`config.mk`:
```
export PLATFORM = sky130hd
export DESIGN_NAME = if_fetch
export DESIGN_NICKNAME = d
export VERILOG_FILES = /design/src/rtl/if_fetch.sv
export SDC_FILE = /design/constraint.sdc
export NUM_CORES = 1
export LEC_CHECK = 0
export CAP_MARGIN = 40
export CORE_MARGIN = 5
export CORE_UTILIZATION = 52
export CTS_CLUSTER_DIAMETER = 100
export DETAILED_ROUTE_END_ITERATION = 8
export DONT_BUFFER_PORTS = 1
export PLACE_DENSITY = 0.77
export SYNTH_ARGS = -nofsm -noshare
export SYNTH_HDL_FRONTEND = slang
export SYNTH_SLANG_ARGS = --single-unit
```
`constraint.sdc`:
```
create_clock -name clk -period 4.5 [get_ports clk]
set_input_delay 0.9 -clock clk [delete_from_list [all_inputs] [get_ports clk]]
set_output_delay 0.9 -clock clk [all_outputs]
set_load 0.005 [all_outputs]
```
`src/rtl/if_fetch.sv`:
```
// ---------------------------------------------------------------------------
// if_fetch -- RV32I instruction-fetch stage.
//
// Owns the PC, issues one word fetch at a time over a req/ack memory port
// and presents the fetched instruction at the IF/ID boundary. No prefetch:
// with a zero-wait memory one instruction is delivered every two cycles.
//
// Ports:
//   clk, rst         rising-edge clock, synchronous active-high reset
//   stall[5:0]       bit0 = hold PC / fetch launch, bit1 = hold IF outputs
//   br_taken         one-cycle redirect pulse, highest priority
//   br_target        redirect address (low two bits ignored)
//   mem_req/addr     registered fetch request, address stable while req=1
//   mem_ack/rdata    fetch completion and returned word
//   if_pc/inst/valid registered instruction presented downstream
//   if_stall_req     combinational: no instruction can be supplied next edge
// ---------------------------------------------------------------------------
module if_fetch #(
  parameter int unsigned       ADDR_W   = 32,
  parameter int unsigned       INST_W   = 32,
  parameter logic [ADDR_W-1:0] RESET_PC = '0
) (
  input  logic              clk,
  input  logic              rst,
  input  logic [5:0]        stall,
  input  logic              br_taken,
  input  logic [ADDR_W-1:0] br_target,
  output logic              mem_req,
  output logic [ADDR_W-1:0] mem_addr,
  input  logic              mem_ack,
  input  logic [INST_W-1:0] mem_rdata,
  output logic [ADDR_W-1:0] if_pc,
  output logic [INST_W-1:0] if_inst,
  output logic              if_valid,
  output logic              if_stall_req
);

  typedef enum logic [1:0] {
    S_IDLE = 2'd0,
    S_WAIT = 2'd1,
    S_HOLD = 2'd2
  } state_e;

  state_e state_q, state_d;

  logic [ADDR_W-1:0] pc_q, pc_d;
  logic              drop_q, drop_d;
  logic [INST_W-1:0] buf_q, buf_d;
  logic              buf_valid_q, buf_valid_d;
  logic              mem_req_q, mem_req_d;
  logic [ADDR_W-1:0] mem_addr_q, mem_addr_d;
  logic [ADDR_W-1:0] if_pc_q, if_pc_d;
  logic [INST_W-1:0] if_inst_q, if_inst_d;
  logic              if_valid_q, if_valid_d;

  logic              deliver;
  logic [INST_W-1:0] dlv_inst;

  // Only the two low stall bits concern this stage.
  logic hold_launch;
  logic hold_if;
  logic unused_stall;

  assign hold_launch  = stall[0];
  assign hold_if      = stall[1];
  assign unused_stall = ^stall[5:2];

  // State register.
  always_ff @(posedge clk) begin
    if (rst) begin
      state_q <= S_IDLE;
    end else begin
      state_q <= state_d;
    end
  end

  // Next-state logic.
  always_comb begin
    state_d = state_q;
    unique case (state_q)
      S_IDLE: begin
        if (!br_taken && !hold_launch) begin
          state_d = S_WAIT;
        end
      end
      S_WAIT: begin
        // Without ack a redirect just arms drop and keeps waiting.
        if (mem_ack) begin
          if (drop_q || br_taken || !hold_if) begin
            state_d = S_IDLE;
          end else begin
            state_d = S_HOLD;
          end
        end
      end
      S_HOLD: begin
        if (br_taken || !hold_if) begin
          state_d = S_IDLE;
        end
      end
      default: state_d = S_IDLE;
    endcase
  end

  // Output / datapath next-value logic.
  always_comb begin
    pc_d         = pc_q;
    drop_d       = drop_q;
    buf_d        = buf_q;
    buf_valid_d  = buf_valid_q;
    mem_req_d    = mem_req_q;
    mem_addr_d   = mem_addr_q;
    if_pc_d      = if_pc_q;
    if_inst_d    = if_inst_q;
    if_valid_d   = if_valid_q;
    deliver      = 1'b0;
    dlv_inst     = buf_q;

    unique case (state_q)
      S_IDLE: begin
        if (!br_taken && !hold_launch) begin
          mem_req_d  = 1'b1;
          mem_addr_d = pc_q;
        end
      end
      S_WAIT: begin
        if (mem_ack) begin
          mem_req_d = 1'b0;
          drop_d    = 1'b0;
          // A stale (dropped) response or one racing a redirect is discarded.
          if (!drop_q && !br_taken) begin
            pc_d = pc_q + ADDR_W'(4);
            if (!hold_if) begin
              deliver  = 1'b1;
              dlv_inst = mem_rdata;
            end else begin
              buf_d       = mem_rdata;
              buf_valid_d = 1'b1;
            end
          end
        end else if (br_taken) begin
          drop_d = 1'b1;
        end
      end
      S_HOLD: begin
        if (!br_taken && !hold_if && buf_valid_q) begin
          deliver     = 1'b1;
          dlv_inst    = buf_q;
          buf_valid_d = 1'b0;
        end
      end
      default: begin
        mem_req_d = 1'b0;
      end
    endcase

    // Redirect overrides the PC and flushes any buffered word.
    if (br_taken) begin
      pc_d        = {br_target[ADDR_W-1:2], 2'b00};
      buf_valid_d = 1'b0;
    end

    // IF outputs: flushed on redirect, otherwise updated only when not held.
    // mem_addr_q still holds the delivered word's fetch address in WAIT/HOLD.
    if (br_taken) begin
      if_valid_d = 1'b0;
    end else if (!hold_if) begin
      if_valid_d = deliver;
      if (deliver) begin
        if_inst_d = dlv_inst;
        if_pc_d   = mem_addr_q;
      end
    end

    if_stall_req = !rst &&
                   ((state_q == S_IDLE) ||
                    ((state_q == S_WAIT) && (!mem_ack || drop_q)));
  end

  // Datapath and output registers.
  always_ff @(posedge clk) begin
    if (rst) begin
      pc_q        <= RESET_PC;
      drop_q      <= 1'b0;
      buf_q       <= '0;
      buf_valid_q <= 1'b0;
      mem_req_q   <= 1'b0;
      mem_addr_q  <= '0;
      if_pc_q     <= '0;
      if_inst_q   <= '0;
      if_valid_q  <= 1'b0;
    end else begin
      pc_q        <= pc_d;
      drop_q      <= drop_d;
      buf_q       <= buf_d;
      buf_valid_q <= buf_valid_d;
      mem_req_q   <= mem_req_d;
      mem_addr_q  <= mem_addr_d;
      if_pc_q     <= if_pc_d;
      if_inst_q   <= if_inst_d;
      if_valid_q  <= if_valid_d;
    end
  end

  assign mem_req  = mem_req_q;
  assign mem_addr = mem_addr_q;
  assign if_pc    = if_pc_q;
  assign if_inst  = if_inst_q;
  assign if_valid = if_valid_q;

endmodule

```
After elaboration in Yosys (flattened, before gate mapping)

Cells that the tools add are included.
W data, S select, Z words.

Register bits after elaboration: 166
Input port bits: 74
Output and inout bits: 99
Logic and storage cells: 82

$add $sub $neg: 1
Equality and inequality tests: 8
Multiplexer cells: 27
Bitwise gates (word level): 3
Reductions and logical operators: 32

Operators with widths:

| cell                    | number |
|---|---|
| $mux W32                | 7 |
| $add A32 B3 Y32 const B | 1 |
| $reduce_and A3 Y1       | 5 |
| $mux W1                 | 12 |
| $ne A2 B2 Y1 const B    | 6 |
| $mux W2                 | 4 |
| $reduce_bool A2 Y1      | 4 |
| $logic_and A1 B1 Y1     | 6 |
| $logic_not A1 Y1        | 6 |
| $pmux W2 S3             | 1 |
| $logic_or A1 B1 Y1      | 5 |
| $reduce_and A5 Y1       | 1 |
| $pmux W1 S2             | 2 |
| $reduce_and A2 Y1       | 2 |
| $reduce_and A4 Y1       | 1 |
| $not A1 Y1              | 3 |
| $pmux W1 S3             | 1 |
| $eq A2 B1 Y1 const B    | 1 |
| $eq A2 B2 Y1 const B    | 1 |
| $logic_not A2 Y1        | 1 |
| $reduce_or A2 Y1        | 1 |

Depth between registers and ports, before layout

Gate-level depths: netlist of the first run.

Depth after elaboration: 6
Depth in mapped cells: 10
Gate-level depth less buffers: 6

Least setup slack after synthesis of the first run

No wires, ideal clock.

Path type: input-to-reg
Start point: input port mem_ack
End point: register pc_q[23]
Setup time: 91 ps
Arrival time: 2341 ps
Required time: 4409 ps
Setup slack: 2068 ps
Cell stages on the path: 5
Buffers on the path: 1
Path through: nand3b_1 > or4_1 > clkbuf_2 > or4_1 > a311oi_1

Longest elaborated chain between the ends: 2

RTL lines:

| what                         | line | source |
|---|---|---|
| start: declaration           | 30   | `input logic mem_ack,` |
| $reduce_bool A2 Y1 (no line) | -    |  |
| $reduce_and A3 Y1 (no line)  | -    |  |
| end signal: assignment       | 193  | `pc_q <= pc_d;` |
| end: declaration             | 46   | `logic [ADDR_W-1:0] pc_q, pc_d;` |

No other way between the ends.
A chain may end at the register's enable or synchronous reset.

Final worst setup path of the first run

Start point: register state_q[1]
End point: register if_inst_q[22] (netlist: if_inst[22])

Longest elaborated chain between the ends: 3
Elaborated cells between the ends (all ways): 5
Those cells by class: eq/ne: 2; mux: 2; reduce/logical: 1

RTL lines:

| what                                                | line | source |
|---|---|---|
| start: declaration                                  | 44   | `state_e state_q, state_d;` |
| start signal: assignment                            | 73   | `state_q <= state_d;` |
| $eq A2 B2 Y1 / $eq A2 B1 Y1 (equally long branches) | 119  | `unique case (state_q)` |
| $pmux W1 S2                                         | 119  |  |
| $reduce_and A3 Y1 (no line)                         | -    |  |
| end signal: assignment                              | 200  | `if_inst_q <= if_inst_d;` |
| end: declaration                                    | 53   | `logic [INST_W-1:0] if_inst_q, if_inst_d;` |

Several ways; a longest one is shown, not always the timed one.

==> results of run 1 <==
==> layer usage <==
metal	up-vias	part of all wire, %	track usage, %
li1	2785	-	-
met1	2694	39	25.5
met2	236	50	36.4
met3	21	10	9.56
met4	0	1.1	7.68
met5	-	0	0
==> path summary, 6_finish.rpt <==
| check | startpoint | end | slack, ns | depth (start not counted) |
|---|---|---|---|---|
| max | state_q[1] | if_inst[22] | 1.80 | 8 |
| min | buf_q[3] | buf_q[3] | 0.45 | 2 |
| max reg2reg | state_q[1] | if_inst[22] | 1.80 | 8 |
| min reg2reg | buf_q[3] | buf_q[3] | 0.45 | 2 |
==> cell families after synthesis <==
logic type,synth area share [%]
simple gates,22.1
compound gates,18.5
flops,47.8
buf+inv,4.93
mux,4.63
xor+xnor,1.31
fa+ha+maj,0.746
other cells,0.0559
==> synthesized netlist by cell type (2+ instances only) <==
cell	n
nand2_1	170
dfxtp_1	160
nor2_1	90
a21oi_1	69
clkbuf_1	54
a311oi_1	44
o21ai_0	42
mux2i_1	31
nand3_1	14
or4_1	13
a211oi_1	11
nand4_1	11
o31ai_1	10
inv_1	8
nor3_1	8
buf_4	7
and4_1	5
buf_2	5
nor4_1	5
xnor2_1	5
xor2_1	5
a31oi_1	4
ha_1	4
buf_1	3
nor2b_1	3
and2_1	2
and3_1	2
nand3b_1	2
o211a_1	2
or3_1	2
==> per-stage QoR <==
stage | power, mW | util [%] | hold WS, ns | instance area [um2]
2_1_floorplan | 1.68 | - | 0.433 | 6720
3_3_place_gp | 1.69 | 52.9 | 0.433 | 6680
3_5_place_dp | 1.71 | 53.6 | 0.438 | 6770
4_1_cts | 3.13 | 58.3 | 0.446 | 7360
5_1_grt | 3.23 | 58.3 | 0.461 | 7360
6_report | 3.11 | 58.3 | 0.446 | 7360
==> power breakdown <==
group	internal, mW	total (mW)	switching [mW]	leakage, nW
Sequential	1.46	1.51	0.0516	1.30
Combinational	0.0653	0.173	0.108	0.696
Clock	0.849	1.42	0.576	0.283
Total	2.37	3.11	0.735	2.28
==> state kept, by name, summed over array words and instances (netlist names) <==
register	count
buf_q	32
if_inst	32
if_pc	30
mem_addr	30
pc_q	30
state_q	2
buf_valid_q	1
drop_q	1
if_valid	1
mem_req	1
==> layout make-up <==
class	instances	share of cell area, %
inverters	9	0.459
multi-input cells	578	43.5
flip-flops and latches	160	43.5
repair buffers	10	1.58
clock inverters	12	1.80
diodes	1	0.0340
clock buffers	20	6.21
well taps	172	2.92
==> worst register-to-register path, stage by stage, from the launching register on <==
cell	delay (ns)
dfxtp_1	0.32
inv_1	0.09
ha_1	0.31
nand3b_1	0.18
buf_4	0.29
a2111oi_4	0.36
buf_4	0.62
nor2_1	0.16
a311oi_1	0.29
==> summary.md, run 1 <==
| Metric | Value |
|---|---|
| Worst Hold Class | register to register |
| Final worst path period share | 60.1% |
| Post-Synthesis Cells | 814 |
| Static Leak | 2.28 nW |
| Vias in the first global route | 5,422 |
| RSZ-0062 raised after global routing | no |
| Detailed-route wire length per cell | 17.5 um |
| Critical Path AT | 3.03 ns |
| Avg Cell Area, Syn | 8.24 um2 |
| WL final | 16.9 mm |
| Cts repair resizes | 0 |
| Total gr overflow | 0 |
| H-Tree Depth | 4 |
| Clk_lat worst skew | 0.43 ns |
| # nets final | 854 |
| Via count | 5,736 |
| Async SR Flop Fraction | 0% |
| Syn. warnings | 0 |
| Worst setup margin | 1.80 ns |
| CTS Hold Bufs | 0 |
| Post-synthesis register bit count | 160 |
| CP most frequent cell | buf_4 |
| Clk slew on worst S/H paths | 0.06 ns |
| Max Buffers Root-to-Sink | 2 |
| Placeable Area | 12,600 um2 |
| RD Place Congestion | 0.807 |
| Initial antenna violation count | 1 |
| Slew @ Worst Pin | 0.706 ns |
| Most frequent cells in the layout | 170 x nand2_1, 160 x dfxtp_1, 89 x nor2_1 |
| Max Cap Viol | 0 |
| Synth Flop Type | dfxtp_1 |
| Crit-path cells | inv_1, ha_1, nand3b_1, buf_4, a2111oi_4, buf_4, nor2_1, a311oi_1 |
| Outcome | complete, no violations |
| Fill count | 1,117 |
| Layout cells sized above 1 | 6.08% |
| CP startpoint kind | register |
| Initial cell density of the core | 53.1% |
| Die Span Y | 124 um |
| Initial DRC Count | 454 |
| Largest delay share family, worst path | buffers and inverters |
| Post-synth EDFFs | 0 |
| Setup total negative slack | 0 ns |
| P per Cell Area | 422 nW/um2 |
| CTS Sinks | 160 |
| Final Hold Vio Count | 0 |
| Min Tclk post-route | 2.70 ns |
| First-pass GRT wire length | 26.6 mm |
| Via density per instance | 5.96 |
| Worst path required time | 4.83 ns |
| Die X | 124 um |
| Yosys top cell area share | 47.8% |
| Detailed Routing Iterations Pass 1 | 5 |
| CTS Buf Count | 17 |
| Distinct cells, synth | 53 |
| Nature of the critical path endpoint | register |
| Peak VDD IR | 247 uV |
| Final Setup Violations | 0 |
| Skew final | 0.0111 ns |
| DRC errors left | 0 |
| Area of the multi-input gates | 3200 um2 |
| Max incr delay on CP | 0.62 ns |
| CTS Root Cell | clkbuf_16 |
| Sequential cell area fraction in the yosys report | 47.8% |
| Flip-flop and latch area | 3200 um2 |
| Critical path class | register to register |
| Row count | 41 |
| Total track usage | 22.0% |
| HPWL Detailed | 11.4 mm |
| Most common cell after layout, fill and taps aside | nand2_1 |
| Slew Viols, Final | 0 |
| CTS tree | done |
| Largest cells by area after synthesis | dfxtp_1 48%, nand2_1 9.5%, a311oi_1 5.7% |
| FMAX | 0.370 GHz |
| Die area | 15,300 um2 |
| Post-Synthesis Cell Area | 6710 um2 |
| Post-route ant nets | 0 |
| Slew HR | 52.9% |
| Post-place setup slack | 1.71 ns |
| Placed cell count | 929 |
| Area leader, netlist | dfxtp_1 |
| Crit-path max FO | 71 |
| PortBufs | 0 |
| P&R area growth vs syn | 9.74% |
| Setup bufs post-CTS | 0 |
| Pin count of the biggest net entering global routing | 158 |
| Finished Layout Cells | 962 |
| Crit-path slowest cell | buf_4 |
| WP buf/inv | 3 |
| IO Pins | 173 |
Note: power is estimated with default switching activity, not from simulation.
==> run 2, diff against run 1 <==
clock period = 2.5 ns   (was 4.5 ns; I/O delays follow)
==> summary.md, run 2 (synthesis results as in run 1) <==
| Metric | Value |
|---|---|
| Outcome | complete, no violations |
| Max Cap Viol | 0 |
| Initial DRC Count | 356 |
| Slew @ Worst Pin | 0.694 ns |
| Placeable Area | 12,600 um2 |
| Worst Hold Class | primary input to register |
| Final Power | 5.66 mW |
| CTS Buf Count | 17 |
| Layout cells sized above 1 | 6.56% |
| RD Place Congestion | 0.810 |
| Critical Path AT | 2.66 ns |
| Final Setup Violations | 0 |
| Switch Pwr | 1.27 mW |
| Die Span Y | 124 um |
| PortBufs | 0 |
| Hold path depth | 1 |
| Placed cell count | 934 |
| CP startpoint kind | register |
| Die area | 15,300 um2 |
| RSZ-0062 raised after global routing | no |
| R2R cell count | 6 |
| Met3 Resource Use GR | 8.97% |
| # nets final | 859 |
| WL final | 17.0 mm |
| Slew HR | 53.3% |
| P per Cell Area | 767 nW/um2 |
| Static Leak | 2.30 nW |
| Initial antenna violation count | 1 |
| Row count | 41 |
| Clk_lat worst skew | 0.42 ns |
| Met1 Use GR | 26.7% |
| Peak VDD IR | 384 uV |
| Final Hold Vio Count | 0 |
| Min Tclk post-route | 2.35 ns |
| CTS Sinks | 160 |
| Slew Viols, Final | 0 |
| Die X | 124 um |
| H-Tree Depth | 4 |
| Clock network power share | 46.5% |
| CP most frequent cell | or4_1 |
| Vias in the first global route | 5,622 |
| R2R Path End | pc_q[17] |
| Total track usage | 22.5% |
| Max incr delay on CP | 0.71 ns |
| Flip-flop and latch area | 3200 um2 |
| Crit-path slowest cell | or4_1 |
| Setup total negative slack | 0 ns |
| Most common cell after layout, fill and taps aside | nand2_1 |
| Register share of total power | 48.0% |
| Max Buffers Root-to-Sink | 2 |
| Gr busiest metal | met2 |
| Pin count of the biggest net entering global routing | 158 |
| Largest delay share family, worst path | simple AND/OR/NAND/NOR gates |
| Skew final | 0.00793 ns |
| Crit-path max FO | 7 |
| First-pass GRT wire length | 27.3 mm |
| Clk slew on worst S/H paths | 0.06 ns |
| Worst path required time | 2.82 ns |
| Nature of the critical path endpoint | register |
| Finished Layout Cells | 966 |
| Detailed-route wire length per cell | 17.6 um |
| Fill count | 1,142 |
| Post-route ant nets | 0 |
| Internal power | 4.39 mW |
| Critical path class | register to register |
| Worst R2R Setup Slack | 0.15 ns |
| Final worst path period share | 93.8% |
| Comb pwr share | 5.6% |
| HPWL Detailed | 11.1 mm |
| P&R area growth vs syn | 10.1% |
| CTS Root Cell | clkbuf_16 |
| WP buf/inv | 1 |
| CTS tree | done |
| Met2 Usage GRT | 36.6% |
| DRC errors left | 0 |
| Reg-to-Reg Start | state_q[1] |
| WHS Endpoint | if_pc[23] |
| Most frequent cells in the layout | 170 x nand2_1, 160 x dfxtp_1, 89 x nor2_1 |
| FMAX | 0.426 GHz |
| IO Pins | 173 |
| Via density per instance | 5.98 |
| Area of the multi-input gates | 3200 um2 |
| Via count | 5,776 |
| Initial cell density of the core | 53.1% |
| Sw Ratio | 22.5% |
| Total gr overflow | 0 |
| Detailed Routing Iterations Pass 1 | 5 |
| Crit-path cells | inv_1, ha_1, nand3b_1, or4_1, or4_1, a311oi_1 |
| HP Start | rst |
-- run 2: repair_timing --
item / CTS / global route
setup buffers: 0 / 0
setup endpoints to repair: 0 / 2
hold buffers: 0 / 0
hold endpoints to repair: 0 / 0
gates resized for setup: 0 / 1
-- run 2: worst max-delay path by stage --
| stage | startpoint | to | slack [ns] | cells after the start |
|---|---|---|---|---|
| after global routing | state_q[1] | pc_q[17] | 0.05 | 6 |
| after global placement | state_q[1] | pc_q[23] | 0.28 | 6 |
| after CTS | state_q[1] | pc_q[17] | 0.15 | 6 |
| after detailed placement | state_q[1] | pc_q[23] | 0.20 | 6 |
| after floorplan | state_q[1] | pc_q[23] | 0.34 | 8 |
| final | state_q[1] | pc_q[17] | 0.15 | 6 |
-- run 2: power by group through the flow --
stage / clock network (mW) / logic [mW] / registers (mW)
2_1_floorplan: 0 / 0.287 / 2.74
3_3_place_gp: 0 / 0.297 / 2.76
3_5_place_dp: 0 / 0.312 / 2.77
4_1_cts: 2.67 / 0.314 / 2.71
5_1_grt: 2.81 / 0.351 / 2.73
6_report: 2.63 / 0.315 / 2.72
-- run 2: per-stage QoR --
step	setup slack, ns	cell area [um2]	hold slack [ns]	util, %
6_report	0.154	7390	0.154	58.5
5_1_grt	0.0490	7390	0.128	58.5
4_1_cts	0.149	7380	0.144	58.5
3_5_place_dp	0.197	6780	0.440	53.7
3_3_place_gp	0.282	6780	0.433	53.7
2_1_floorplan	0.340	6720	0.433	-
-- run 2: cell type report --
class,count,share of cell area [%]
repair buffers,15,1.69
flip-flops and latches,160,43.4
clock inverters,9,1.80
multi-input cells,578,43.3
diodes,1,0.0339
clock buffers,22,6.42
inverters,9,0.457
well taps,172,2.91
-- run 2: routing by layer --
metal	vias up	share of wire [%]
met5	-	0
met4	0	1.8
met3	29	9.5
met2	224	49
met1	2720	39
li1	2803	-
==> run 3, diff against run 2 <==
ABC_AREA = 1   (was default)
==> summary.md, run 3 <==
| Metric | Value |
|---|---|
| Sequential cell area fraction in the yosys report | 45.9% |
| Static Leak | 3.02 nW |
| IO Pins | 173 |
| Switch Pwr | 1.45 mW |
| Avg Cell Area, Syn | 6.96 um2 |
| Clock network power share | 46.0% |
| Top cells by count, synth | 201 x nor2_1, 175 x o21ai_0, 160 x dfxtp_1, 157 x nand2_1, 84 x inv_1 |
| Final core utilization | 58.2% |
| Detailed Routing Iterations Pass 1 | 4 |
| Placeable Area | 13,200 um2 |
| CTS Buf Count | 17 |
| P per Cell Area | 774 nW/um2 |
| Post-synthesis register bit count | 160 |
| Row count | 42 |
| R2R cell count | 11 |
| Sw Ratio | 24.3% |
| Critical path class | register to register |
| # nets final | 1,054 |
| Initial antenna violation count | 0 |
| Outcome | complete, no violations |
| Peak VDD IR | 462 uV |
| Layout cells sized above 1 | 6.07% |
| Most common cell after layout, fill and taps aside | nor2_1 |
| Syn. warnings | 0 |
| Max Buffers Root-to-Sink | 2 |
| Via count | 6,183 |
| Post-Synthesis Cells | 1,002 |
| Total track usage | 21.6% |
| HP Start | rst |
| Worst Hold Class | primary input to register |
| Yosys top cell area share | 45.9% |
| Largest cells by area after synthesis | dfxtp_1 46%, o21ai_0 13%, nor2_1 11% |
| Reg-to-Reg Start | state_q[1] |
| Worst path required time | 2.85 ns |
| WHS Endpoint | state_q[1] |
| H-Tree Depth | 4 |
| Slew Viols, Final | 0 |
| P&R area growth vs syn | 10.1% |
| Clk slew on worst S/H paths | 0.06 ns |
| # diodes | 0 |
| RD Place Congestion | 0.944 |
| CP startpoint kind | register |
| Final worst path period share | 76.8% |
| Nature of the critical path endpoint | register |
| Distinct cells, synth | 33 |
| PortBufs | 0 |
| Die area | 15,800 um2 |
| Setup total negative slack | 0 ns |
| Most frequent cells in the layout | 201 x nor2_1, 175 x o21ai_0, 160 x dfxtp_1 |
| Hold path depth | 1 |
| Async SR Flop Fraction | 0% |
| Final Setup Violations | 0 |
| R2R Path End | if_pc[13] |
| Register share of total power | 46.5% |
| Vias in the first global route | 5,765 |
| Synth Flop Type | dfxtp_1 |
| Clk_lat worst skew | 0.42 ns |
| Die X | 126 um |
| Total gr overflow | 0 |
| Comb pwr share | 7.5% |
| Via density per instance | 5.31 |
| Cts repair resizes | 0 |
| Min Tclk post-route | 1.92 ns |
| RSZ-0062 raised after global routing | no |
| Max Cap Viol | 0 |
| Initial cell density of the core | 52.9% |
| CTS Hold Bufs | 0 |
| Post-Synthesis Cell Area | 6980 um2 |
| CTS Sinks | 160 |
| Critical Path AT | 2.27 ns |
| Detailed-route wire length per cell | 14.8 um |
| DRC errors left | 0 |
| WL final | 17.3 mm |
| Most numerous cell in the Yosys netlist | nor2_1 |
| Die Span Y | 126 um |
| CTS Root Cell | clkbuf_16 |
| First-pass GRT wire length | 28.0 mm |
| Crit-path max FO | 41 |
| Initial DRC Count | 312 |
| Post-route ant nets | 0 |
| CTS tree | done |
| Setup bufs post-CTS | 0 |
| Internal power | 4.50 mW |
| Worst R2R Setup Slack | 0.58 ns |
| Pin count of the biggest net entering global routing | 80 |
| Skew final | 0.00774 ns |
| Final Hold Vio Count | 0 |
| HPWL Detailed | 12.0 mm |
| FMAX | 0.521 GHz |
| Post-synth EDFFs | 0 |
| Area leader, netlist | dfxtp_1 |
## run 3: worst max path at each step
stage / from / to / slack, ns / cells after the start
floorplan: rst / if_stall_req / 0.87 / 3
global placement: state_q[1] / if_inst[9] / 0.64 / 11
detailed placement: state_q[1] / if_pc[13] / 0.58 / 11
CTS: state_q[1] / if_pc[13] / 0.56 / 11
global route: state_q[1] / if_pc[13] / 0.33 / 11
finish: state_q[1] / if_pc[13] / 0.58 / 11
## run 3: area by class of cell
type,instances,area (um2)
Clock buffer,21,480
Clock inverter,11,153
Fill cell,1274,5510
Inverter,88,332
Multi-Input combinational cell,696,3170
Sequential cell,160,3200
Tap cell,176,220
Timing Repair Buffer,13,123
## run 3: per-layer routing
layer  track usage (%)  vias to the layer above  wire length [um]
met5                 0                        -                 0
met4              8.77                        0               323
met3              8.59                       24              1730
met2              34.5                      197              7810
met1              26.3                     2782              7380
li1                  -                     3180                 -
## run 3: critical path, stage by stage, from the launching register on
cell	delay [ns]
dfxtp_1	0.32
inv_1	0.08
ha_1	0.21
nand2_2	0.11
nor2_8	0.20
nand2_4	0.09
nand2_2	0.09
nand3_4	0.07
inv_2	0.06
buf_4	0.37
nor2_1	0.09
nor2_1	0.12
## run 3: cells by family (layout without fill, tap and decap cells)
logic type	after synthesis	after routing	share of synthesized area [%]
xor gates and xnor gates	5	5	0.628
buffers and inverters	149	133	8.89
other	1	4	0.0537
adders and majority gates	4	4	0.717
DFF	160	160	45.9
AOI/OAI and AO/OA	275	275	20.2
and+or+nand+nor	408	408	23.7
## run 3: power groups by stage
stage / logic [mW] / clock network, mW / registers, mW
6_report: 0.445 / 2.74 / 2.77
3_5_place_dp: 0.445 / 0 / 2.82
3_3_place_gp: 0.431 / 0 / 2.82
2_1_floorplan: 0.372 / 0 / 2.79
4_1_cts: 0.448 / 2.78 / 2.77
5_1_grt: 0.518 / 2.90 / 2.78
## run 3: stage by stage
stage / total power, mW / instances / setup WS (ns) / cell area [um2] / hold slack, ns
floorplan: 3.16 / 1005 / 0.874 / 6990 / 0.448
global placement: 3.25 / 1133 / 0.638 / 7050 / 0.463
detailed placement: 3.27 / 1133 / 0.580 / 7050 / 0.470
CTS: 6.00 / 1165 / 0.556 / 7680 / 0.129
global route: 6.20 / 1165 / 0.331 / 7680 / 0.124
finish: 5.95 / 1165 / 0.580 / 7680 / 0.144
